$ cat src/rtl/dcsk_rx_correlator.sv
`default_nettype none
// +----------------------------------------------------------------------------+
// | Module      : dcsk_rx_correlator                                           |
// | Description : DCSK receive correlator. Buffers the reference half-symbol,  |
// |               correlates the data half against it and emits a hard bit.    |
// |               Optional macro DCSK_CORR_OUT_EN exposes the correlation sum. |
// | Revision    : 1.0  initial release                                         |
// +----------------------------------------------------------------------------+
module dcsk_rx_correlator #(
  parameter int SPREAD_FACTOR = 2,
  parameter int CHIP_W        = 8
) (
  input  logic                                    clk,
  input  logic                                    rst,
  input  logic                                    chip_valid,
  input  logic signed [CHIP_W-1:0]                chip_in,
  input  logic                                    frame_start,
  output logic [$clog2(2*SPREAD_FACTOR)-1:0]      chip_index,
  output logic                                    bit_valid,
  output logic                                    bit_out,
  output logic                                    busy
`ifdef DCSK_CORR_OUT_EN
  ,
  output logic signed [2*CHIP_W+$clog2(SPREAD_FACTOR):0] corr_out
`endif
);

  localparam int ACC_W     = 2*CHIP_W + $clog2(SPREAD_FACTOR) + 1;
  localparam int PROD_W    = 2*CHIP_W;
  localparam int IDX_W     = $clog2(2*SPREAD_FACTOR);
  localparam int REF_IDX_W = $clog2(SPREAD_FACTOR);

  localparam logic [IDX_W-1:0] C_REF_LAST  = IDX_W'(SPREAD_FACTOR - 1);
  localparam logic [IDX_W-1:0] C_DATA_LAST = IDX_W'(2*SPREAD_FACTOR - 1);
  localparam logic [IDX_W-1:0] C_SF        = IDX_W'(SPREAD_FACTOR);
  localparam logic [IDX_W-1:0] C_ONE       = IDX_W'(1);

  localparam logic [0:0] ST_REF  = 1'b0;
  localparam logic [0:0] ST_DATA = 1'b1;

  logic [0:0]               r_state;
  logic signed [CHIP_W-1:0] r_ref_buf [SPREAD_FACTOR];
  logic signed [ACC_W-1:0]  r_acc;

  logic [REF_IDX_W-1:0]     w_ref_wr_idx;
  logic [REF_IDX_W-1:0]     w_data_idx;
  logic signed [CHIP_W-1:0] w_ref_sel;
  logic signed [PROD_W-1:0] w_prod;
  logic signed [ACC_W-1:0]  w_sum;

  assign w_ref_wr_idx = REF_IDX_W'(chip_index);
  assign w_data_idx   = REF_IDX_W'(chip_index - C_SF);
  assign w_ref_sel    = r_ref_buf[w_data_idx];
  // Size casts of signed operands sign-extend, giving a full-width signed product.
  assign w_prod       = PROD_W'(chip_in) * PROD_W'(w_ref_sel);
  assign w_sum        = r_acc + ACC_W'(w_prod);
  assign busy         = (chip_index != '0);

  // Reference storage needs no reset; its contents are only read after being written.
  always_ff @(posedge clk) begin
    if (chip_valid) begin
      if (frame_start) begin
        r_ref_buf[0] <= chip_in;
      end else if (r_state == ST_REF) begin
        r_ref_buf[w_ref_wr_idx] <= chip_in;
      end
    end
  end

  always_ff @(posedge clk) begin
    if (rst) begin
      r_state    <= ST_REF;
      chip_index <= '0;
      r_acc      <= '0;
      bit_valid  <= 1'b0;
      bit_out    <= 1'b0;
`ifdef DCSK_CORR_OUT_EN
      corr_out   <= '0;
`endif
    end else begin
      bit_valid <= 1'b0;
      if (chip_valid) begin
        if (frame_start) begin
          // Resynchronise: discards any partial symbol, including one on its last chip.
          r_state    <= ST_REF;
          chip_index <= C_ONE;
        end else if (r_state == ST_REF) begin
          if (chip_index == C_REF_LAST) begin
            r_state <= ST_DATA;
            r_acc   <= '0;
          end
          chip_index <= chip_index + C_ONE;
        end else begin
          if (chip_index == C_DATA_LAST) begin
            r_state    <= ST_REF;
            chip_index <= '0;
            bit_valid  <= 1'b1;
            bit_out    <= ~w_sum[ACC_W-1];
`ifdef DCSK_CORR_OUT_EN
            corr_out   <= w_sum;
`endif
          end else begin
            r_acc      <= w_sum;
            chip_index <= chip_index + C_ONE;
          end
        end
      end
    end
  end

endmodule
`default_nettype wire

$ cat config.mk
export PLATFORM = sky130hd
export DESIGN_NAME = dcsk_rx_correlator
export DESIGN_NICKNAME = d
export VERILOG_FILES = /design/src/rtl/dcsk_rx_correlator.sv
export SDC_FILE = /design/constraint.sdc
export NUM_CORES = 1
export LEC_CHECK = 0
export ABC_CLOCK_PERIOD_IN_PS = 9000
export CAP_MARGIN = 30
export CORE_MARGIN = 3
export CORE_UTILIZATION = 60
export CTS_CLUSTER_DIAMETER = 80
export DETAILED_ROUTE_END_ITERATION = 10
export DONT_BUFFER_PORTS = 1
export GPL_TIMING_DRIVEN = 1
export PLACE_DENSITY = 0.76
export SLEW_MARGIN = 15
export SYNTH_ARGS = -nofsm -noshare
export SYNTH_HDL_FRONTEND = slang
export SYNTH_SLANG_ARGS = --single-unit
$ cat constraint.sdc
create_clock -name clk -period 9 [get_ports clk]
set_input_delay 1.8 -clock clk [delete_from_list [all_inputs] [get_ports clk]]
set_output_delay 1.8 -clock clk [all_outputs]
set_load 0.05 [all_outputs]
* Word level (Yosys, flattened, before mapping)
Memories as Yosys holds them, arrays and structs flattened. Cells that the tools add are included.
Operators by class: add/sub/neg operators 3, multiply operators 1, equal/unequal tests 3, mux-type cells 21, bitwise operators 4, reductions and logical operators 6
Operator list (number):
- 18-bit two-way mux | 3
- 18-bit by 16-bit adder with 18-bit output | 1
- 8-bit by 8-bit multiplier with 16-bit output | 1
- 1-bit two-way mux | 14
- 8-bit two-way mux | 1
- 4-bit AND reduction | 2
- 8-bit OR reduction | 1
- 2-bit two-way mux | 3
- 1-bit NOT | 4
- 2-bit nonzero test | 2
- 4-bit OR reduction | 1
- 2-bit by 1-bit adder with 2-bit output, second input constant | 1
- 2-bit by 1-bit == test with 1-bit output, second input constant | 1
- 2-bit == test, second input constant | 1
- 2-bit inequality test, second input constant | 1
- 1-bit subtractor, second input constant | 1
Storage, ports and cells: register bits 23, memory bits (writable) 16, input port bits 12, output and inout port bits 5, memories kept 1
Memory list:
- r_ref_buf | depth 2, width 8, rd ports 1, clocked after memory_dff 0, write ports 1, RTL line 42 | logic signed [CHIP_W-1:0] r_ref_buf [SPREAD_FACTOR];

* Logic depth before layout (Yosys ltp)
Gate-level depths: netlist of the first run.
depth after elaboration 6, gate-level depth with buffers 20, mapped depth without buffers 19

* Worst setup path before layout of the first run
No wires, ideal clock.
path kind input port to flip-flop, start point in chip_in[7], end point reg bit_out, library setup time 88 ps, arrival 6312 ps, data required time 8912 ps, setup slack 2600 ps, stages on the path 15, cell sequence and2_1 -> inv_1 -> fa_1 -> inv_1 -> fa_1 -> fa_1 -> fa_1 -> fa_1 -> ha_1 -> a21o_1 -> a221oi_2 -> o211ai_1 -> o22a_2 -> and3_4 -> nor4_2
Between the ends: word-level cells in the longest chain between the ends 3
Ends and longest elaborated chain:
- from (decl) | RTL line 16 | input logic signed [CHIP_W-1:0] chip_in,
- 8-bit by 8-bit multiplier with 16-bit output | RTL line 55 | assign w_prod = PROD_W'(chip_in) * PROD_W'(w_ref_sel);
- 18-bit by 16-bit adder with 18-bit output | RTL line 56 | assign w_sum = r_acc + ACC_W'(w_prod);
- 1-bit NOT | RTL line 98 | bit_out <= ~w_sum[ACC_W-1];
- to (signal assigned) | RTL line 98
- to (decl) | RTL line 20 | output logic bit_out,
Every way passes these cells. A chain may end at the register's enable or synchronous reset.

* Worst setup path in the final report of the first run
start point in chip_in[7], end point reg r_acc[14]
Between the ends: word-level cells in the longest chain between the ends 4
Ends and longest elaborated chain:
- 8-bit by 8-bit multiplier with 16-bit output | RTL line 55
- 18-bit by 16-bit adder with 18-bit output | RTL line 56
- 18-bit two-way mux | RTL line 94 | if (chip_index == C_DATA_LAST) begin
- 18-bit two-way mux | RTL line 87 | end else if (r_state == ST_REF) begin
- to (signal assigned) | RTL line 103 | r_acc <= w_sum;
- to (decl) | RTL line 43 | logic signed [ACC_W-1:0] r_acc;
Every way passes these cells. The select of a mux whose other input is x is not followed.

==> metrics.yaml, run 1 <==
final_layout:
  layout-drive-gt1-share: 0.04632
  layout.area.seq_sq_um: 960.9
  filler_cell_count: 615
  area.growth.synth_to_final_pct: 4.068
  multi_input_gate_area_sq_mm: 0.003425
  finalNetCount: 610
  most_used_cells_in_the_layout_excluding_fill_and_tap_cells: "inv_1, fa_1, ha_1"
  layout.cells.most_common: "inv_1"
  diodes: 0
drt:
  wl_per_cell_um: 16.08
  drcViolationCount: 0
  drt_iter0_markers: 141
  postRouteAntennaNets: 0
  detailedRoute.firstPassIterationCount: 4
  avgViaCountPerCell: 5.519
  vias: 3168
  route.final.wire_length_mm: 9.229
clocking:
  clock_tree.root_cell: "clkbuf_8"
  postCtsSetupBuffers: 0
  cts_htree_levels: 2
  worst_skew_pair.late_latency_ns: 0.31
  cts_max_path_buffers: 2
  cts_made_buffers: 5
  cts.clk_slew.worst_paths_ns: 0.09
  cts.sinks: 40
  cts_tree: "built"
  post_cts_hold_fix_bufs: 0
  cts_resized: 0
power_and_ir_drop:
  post-layout-total-power_uw: 1551
  power_leakage_uw: 0.002351
  pwr_density_cell_mw_per_mm2: 312.6
  irDropWorstVdd_v: 0.0005446
timing:
  finalSetupTns_ns: 0
  finalClockSkew_ns: 0.01181
  final-setup-viol-count: 0
  tightestPinTransition_ns: 0.8763
  report.final.slew_viol_count: 0
  grt_setup_unrepaired: "no"
  top_achievable_clock_speed_mhz: 155.4
  period_share: 0.7150
  fin_worst_hold_slack_ns: 0.4908
  finalCriticalPeriod_ns: 6.435
  slew_headroom: 0.4126
  final_hold_viol_count: 0
floorplan:
  design.core.area_sq_mm: 0.007486
  floorplan.die.height_um: 95.14
  starting_utilization_of_the_core_area: 0.6368
  die_area_sq_mm: 0.009051
  placementRows: 31
  ios: 17
  die-width_um: 95.14
global_routing:
  initial_antenna_violation_count: 0
  grt_util_all_layers: 0.2300
  maximum_number_of_pins_on_one_net_before_global_route_repair: 19
  use_met3: 0.03236
  vias_in_the_first_global_route: 3315
  globalRouteOverflowTotal: 0
  grt_pass1_wl_mm: 15.83
  gr-usage-met2: 0.3953
  use_met1: 0.2933
  grt-busiest-layer: "met2"
place:
  globalplace.congestion: 0.8506
  dp_hpwl_mm: 7.578
  count_of_input_and_output_buffers: 0
worst_setup_path:
  crit_path_cell_trace: "and2_1 > inv_1 > fa_1 > inv_1 > fa_1 > fa_1 > fa_1 > fa_1 > ha_1 > o21ai_0 > a21oi_1 > o31ai_1 > o21ai_0 > xnor2_1 > o21ai_0"
  crit_path_end_kind: "register"
  slowest_delay_ns: 0.56
  crit_path_start_kind: "input port"
  crit_path_top_delay_cell: "and2_1"
  critical_path.max_fanout: 11
  crit_path_kind: "in -> reg"
  worstPathArrival_ns: 6.63
  required_ns: 9.19
  cpMostUsedCell: "fa_1"
outcome:
  result_of_the_run: "finished clean"
synthesis:
  synth_largest_type_area_fraction: 0.3360
  synthArstFlopShare: 0
  synthesis.nets: 609
  number_of_distinct_library_cell_variants_in_the_gate_level_netlist_after_synthesis: 44
  synth_seq_area_share: 0.2016
  synth.yosys.warnings: 0
  synth.top_cells.by_area: "fa_1, ha_1, dfxtp_1"
  synth-edff-count: 16
  post_synth.cell_area_avg_sq_um: 10.08
  ys.flop_type: "dfxtp_1"
  ys_ff_latch: 40
  syn-instance-count: 473
  yosys.area.top_type: "fa_1"
  syn_area_sq_mm: 0.004767
flow_run:
  cap_violations: 0
worst_hold_path:
  min_path_type: "reg -> reg"
## worst max-delay path: cells and delay by family
family,cells,cell delay (ns)
XOR/XNOR,1,0.18
AND/OR/NAND/NOR,1,0.56
buffers and inverters,2,0.17
AO/OA/AOI/OAI,5,1.10
adder cells (fa/ha/maj),6,2.82
## worst paths after layout
kind / start / cells after the start / to / slack, ns
min reg2reg: r_acc[6] / 2 / r_acc[6] / 0.49
min: r_acc[6] / 2 / r_acc[6] / 0.49
max reg2reg: register / 16 / r_acc[14] / 2.98
max: chip_in[7] / 15 / r_acc[14] / 2.57
## metal layers
metal  wire [um]  vias up  share of wire
li1            -     1498              -
met1        3885     1596           0.42
met2        4795       55           0.52
met3         301       19          0.033
met4         247        0          0.027
met5           0        -              0
## where the power goes
group / total [uW] / internal, uW / switching, uW
Combinational: 1220 / 554 / 665
Clock: 127 / 54.2 / 72.6
Sequential: 205 / 196 / 8.77
Total: 1550 / 805 / 746
## final cells by class
cell class | instances | area share
Tap cell | 99 | 0.02497
Timing Repair Buffer | 1 | 0.001513
Clock inverter | 3 | 0.003783
Sequential cell | 40 | 0.1937
Inverter | 95 | 0.07188
Multi-Input combinational cell | 331 | 0.6903
Clock buffer | 5 | 0.01387
## cell families after synthesis
family | Yosys count | synth area share
buf+inv | 102 | 0.08110
flops | 40 | 0.2016
mux | 12 | 0.02651
fa+ha+maj | 124 | 0.4514
xor+xnor | 15 | 0.02756
compound gates | 59 | 0.08058
simple gates | 121 | 0.1312
## state kept, by name (all words and copies together), names as in the netlist, named ones only
name,flops
bit_valid,1
bit_out,1
chip_index,2
r_state,1
r_ref_buf,16
r_acc,18
## synthesized netlist by cell type (2+ instances only)
cell and n:
nand2b_1 10, edfxtp_1 16, or2_2 2, o31ai_1 2, a32oi_1 2, nand3_1 2, o211ai_1 2, nor3_1 2
inv_1 95, mux2i_1 7, nand2_1 31, o21ai_0 15, o21a_1 3, dfxtp_1 24, nand3b_1 3, xor2_1 6
a21oi_1 14, nor2b_1 26, nor2_1 27, xnor2_1 9, a22oi_1 6, a211o_1 3, and2_1 12, o22ai_1 2
a21o_1 3, clkbuf_1 5, mux2_2 5, fa_1 80, ha_1 44
## per-stage QoR
step           utilization  cells  setup slack, ns  instance area [sq um]
5_1_grt             0.6627    574            2.229                   4961
3_5_place_dp        0.6510    566            2.266                   4873
2_1_floorplan            -    473            2.600                   4767
6_report            0.6627    574            2.565                   4961
3_3_place_gp        0.6510    566            2.399                   4873
4_1_cts             0.6627    574            2.601                   4961
Note: power is estimated with default switching activity, not from simulation.
==> run 2: changes to the inputs <==
--- a/config.mk
+++ b/config.mk
@@ -5,7 +5,7 @@
 export SDC_FILE = /design/constraint.sdc
 export NUM_CORES = 1
 export LEC_CHECK = 0
-export ABC_CLOCK_PERIOD_IN_PS = 9000
+export ABC_CLOCK_PERIOD_IN_PS = 6400
 export CAP_MARGIN = 30
 export CORE_MARGIN = 3
 export CORE_UTILIZATION = 60
==> constraint.sdc (replaced) <==
create_clock -name clk -period 6.4 [get_ports clk]
set_input_delay 1.28 -clock clk [delete_from_list [all_inputs] [get_ports clk]]
set_output_delay 1.28 -clock clk [all_outputs]
set_load 0.05 [all_outputs]
==> metrics.yaml, run 2 (synthesis gave the netlist of run 1 again) <==
outcome:
  result_of_the_run: "finished clean"
timing:
  finalSetupTns_ns: 0
  finalClockSkew_ns: 0.005897
  slew_headroom: 0.4320
  tightestPinTransition_ns: 0.8474
  grt_setup_unrepaired: "no"
  report.final.slew_viol_count: 0
  top_achievable_clock_speed_mhz: 176.2
  final_hold_viol_count: 0
  finalCriticalPeriod_ns: 5.674
  period_share: 0.8866
  final-setup-viol-count: 0
final_layout:
  area.growth.synth_to_final_pct: 5.564
  reg.largest.list: "r_acc (18), r_ref_buf (16), chip_index (2)"
  layout-drive-gt1-share: 0.05625
  diodes: 0
  most_used_cells_in_the_layout_excluding_fill_and_tap_cells: "inv_1, fa_1, ha_1"
  largest_register_ffs: 18
  layout.cells.most_common: "inv_1"
  regMostFlops: "r_acc"
  finalNetCount: 615
  postLayoutCellArea_sq_mm: 0.005032
global_routing:
  globalRouteOverflowTotal: 0
  grt_util_all_layers: 0.2366
  maximum_number_of_pins_on_one_net_before_global_route_repair: 19
  vias_in_the_first_global_route: 3434
  initial_antenna_violation_count: 0
  grt_pass1_wl_mm: 16.37
drt:
  avgViaCountPerCell: 5.497
  route.final.wire_length_mm: 9.282
  drcViolationCount: 0
  wl_per_cell_um: 16.03
  detailedRoute.firstPassIterationCount: 4
  postRouteAntennaNets: 0
  vias: 3183
  drt_iter0_markers: 116
clocking:
  worst_skew_pair.late_latency_ns: 0.30
  cts.clk_slew.worst_paths_ns: 0.09
  post_cts_hold_fix_bufs: 0
  cts_max_path_buffers: 2
  cts_tree: "built"
  clock_tree.root_cell: "clkbuf_8"
  cts_resized: 0
  postCtsSetupBuffers: 0
  cts_made_buffers: 5
  cts.sinks: 40
  cts_htree_levels: 2
worst_hold_path:
  holdPathEnd: "r_acc[5]"
  min_path_type: "reg -> reg"
  hold-path-cell-count: 2
  min-delay-start: "r_acc[5]"
power_and_ir_drop:
  post-layout-total-power_uw: 2251
  pwr_density_cell_mw_per_mm2: 447.2
  power_leakage_uw: 0.002390
  irDropWorstVdd_v: 0.0005754
flow_run:
  cap_violations: 0
place:
  globalplace.congestion: 0.8568
  count_of_input_and_output_buffers: 0
  dp_hpwl_mm: 7.685
  dpl-instance-area_sq_mm: 0.004911
floorplan:
  ios: 17
  die_area_sq_mm: 0.009051
  placementRows: 31
  die-width_um: 95.14
  floorplan.die.height_um: 95.14
  design.core.area_sq_mm: 0.007486
  starting_utilization_of_the_core_area: 0.6368
worst_setup_path:
  crit_path_cell_trace: "mux2_2 > and2_1 > fa_1 > fa_1 > fa_1 > fa_1 > ha_1 > ha_1 > a21o_1 > a221oi_2 > o211ai_1 > o22a_2 > and3_4 > nor4_2"
  crit_path_kind: "reg -> reg"
  critical_path.reg2reg.endpoint: "bit_out"
  worstPathArrival_ns: 5.89
  cpMostUsedCell: "fa_1"
  crit_path_end_kind: "register"
  slowest_delay_ns: 0.66
  r2r.worst_path.cells: 14
  reg2reg_slack_ns: 0.73
  crit_path_start_kind: "register"
  critical_path.max_fanout: 10
  crit_path_top_delay_cell: "dfxtp_1"
  required_ns: 6.62
run 2: final cells by class:
cell class / count / area [sq um]
Sequential cell: 40 / 960.9
Inverter: 95 / 356.6
Multi-Input combinational cell: 331 / 3425
Fill cell: 579 / 2454
Timing Repair Buffer: 6 / 45.04
Clock buffer: 8 / 121.4
Tap cell: 99 / 123.9
run 2: per-layer routing:
metal	vias up	part of all wire	global-route usage
li1	1505	-	-
met1	1583	0.44	0.3044
met2	74	0.51	0.4082
met3	21	0.038	0.04025
met4	0	0.021	0.07332
met5	-	0	0
run 2: metrics by stage:
stage / hold slack (ns) / util / setup WS, ns / std cells
after global routing: 0.5337 / 0.6722 / 0.4255 / 579
after detailed placement: 0.4815 / 0.6560 / 0.5273 / 571
after CTS: 0.5023 / 0.6722 / 0.6780 / 579
after floorplan: 0.4458 / - / 0.5204 / 473
after global placement: 0.4684 / 0.6560 / 0.6480 / 571
final: 0.5016 / 0.6722 / 0.7260 / 579
run 2: worst max-delay path by stage:
stage / from / end / cells past startpoint
floorplan: chip_in[7] / bit_out / 15
global placement: chip_in[7] / bit_out / 13
detailed placement: chip_in[7] / bit_out / 13
CTS: register / bit_out / 14
global route: register / bit_out / 14
finish: register / bit_out / 14
run 2: report_power, final:
part,internal (uW),switching (uW)
Combinational,783,954
Sequential,276,11.9
Clock,122,103
Total,1180,1070
run 2: critical path: cells and delay by family, from the launching register on:
kind                       cells  cell delay (ns)
adders and majority gates      6             2.68
and+or+nand+nor                3             0.94
DFF                            1             0.66
muxes                          1             0.39
AOI/OAI and AO/OA              4             0.90
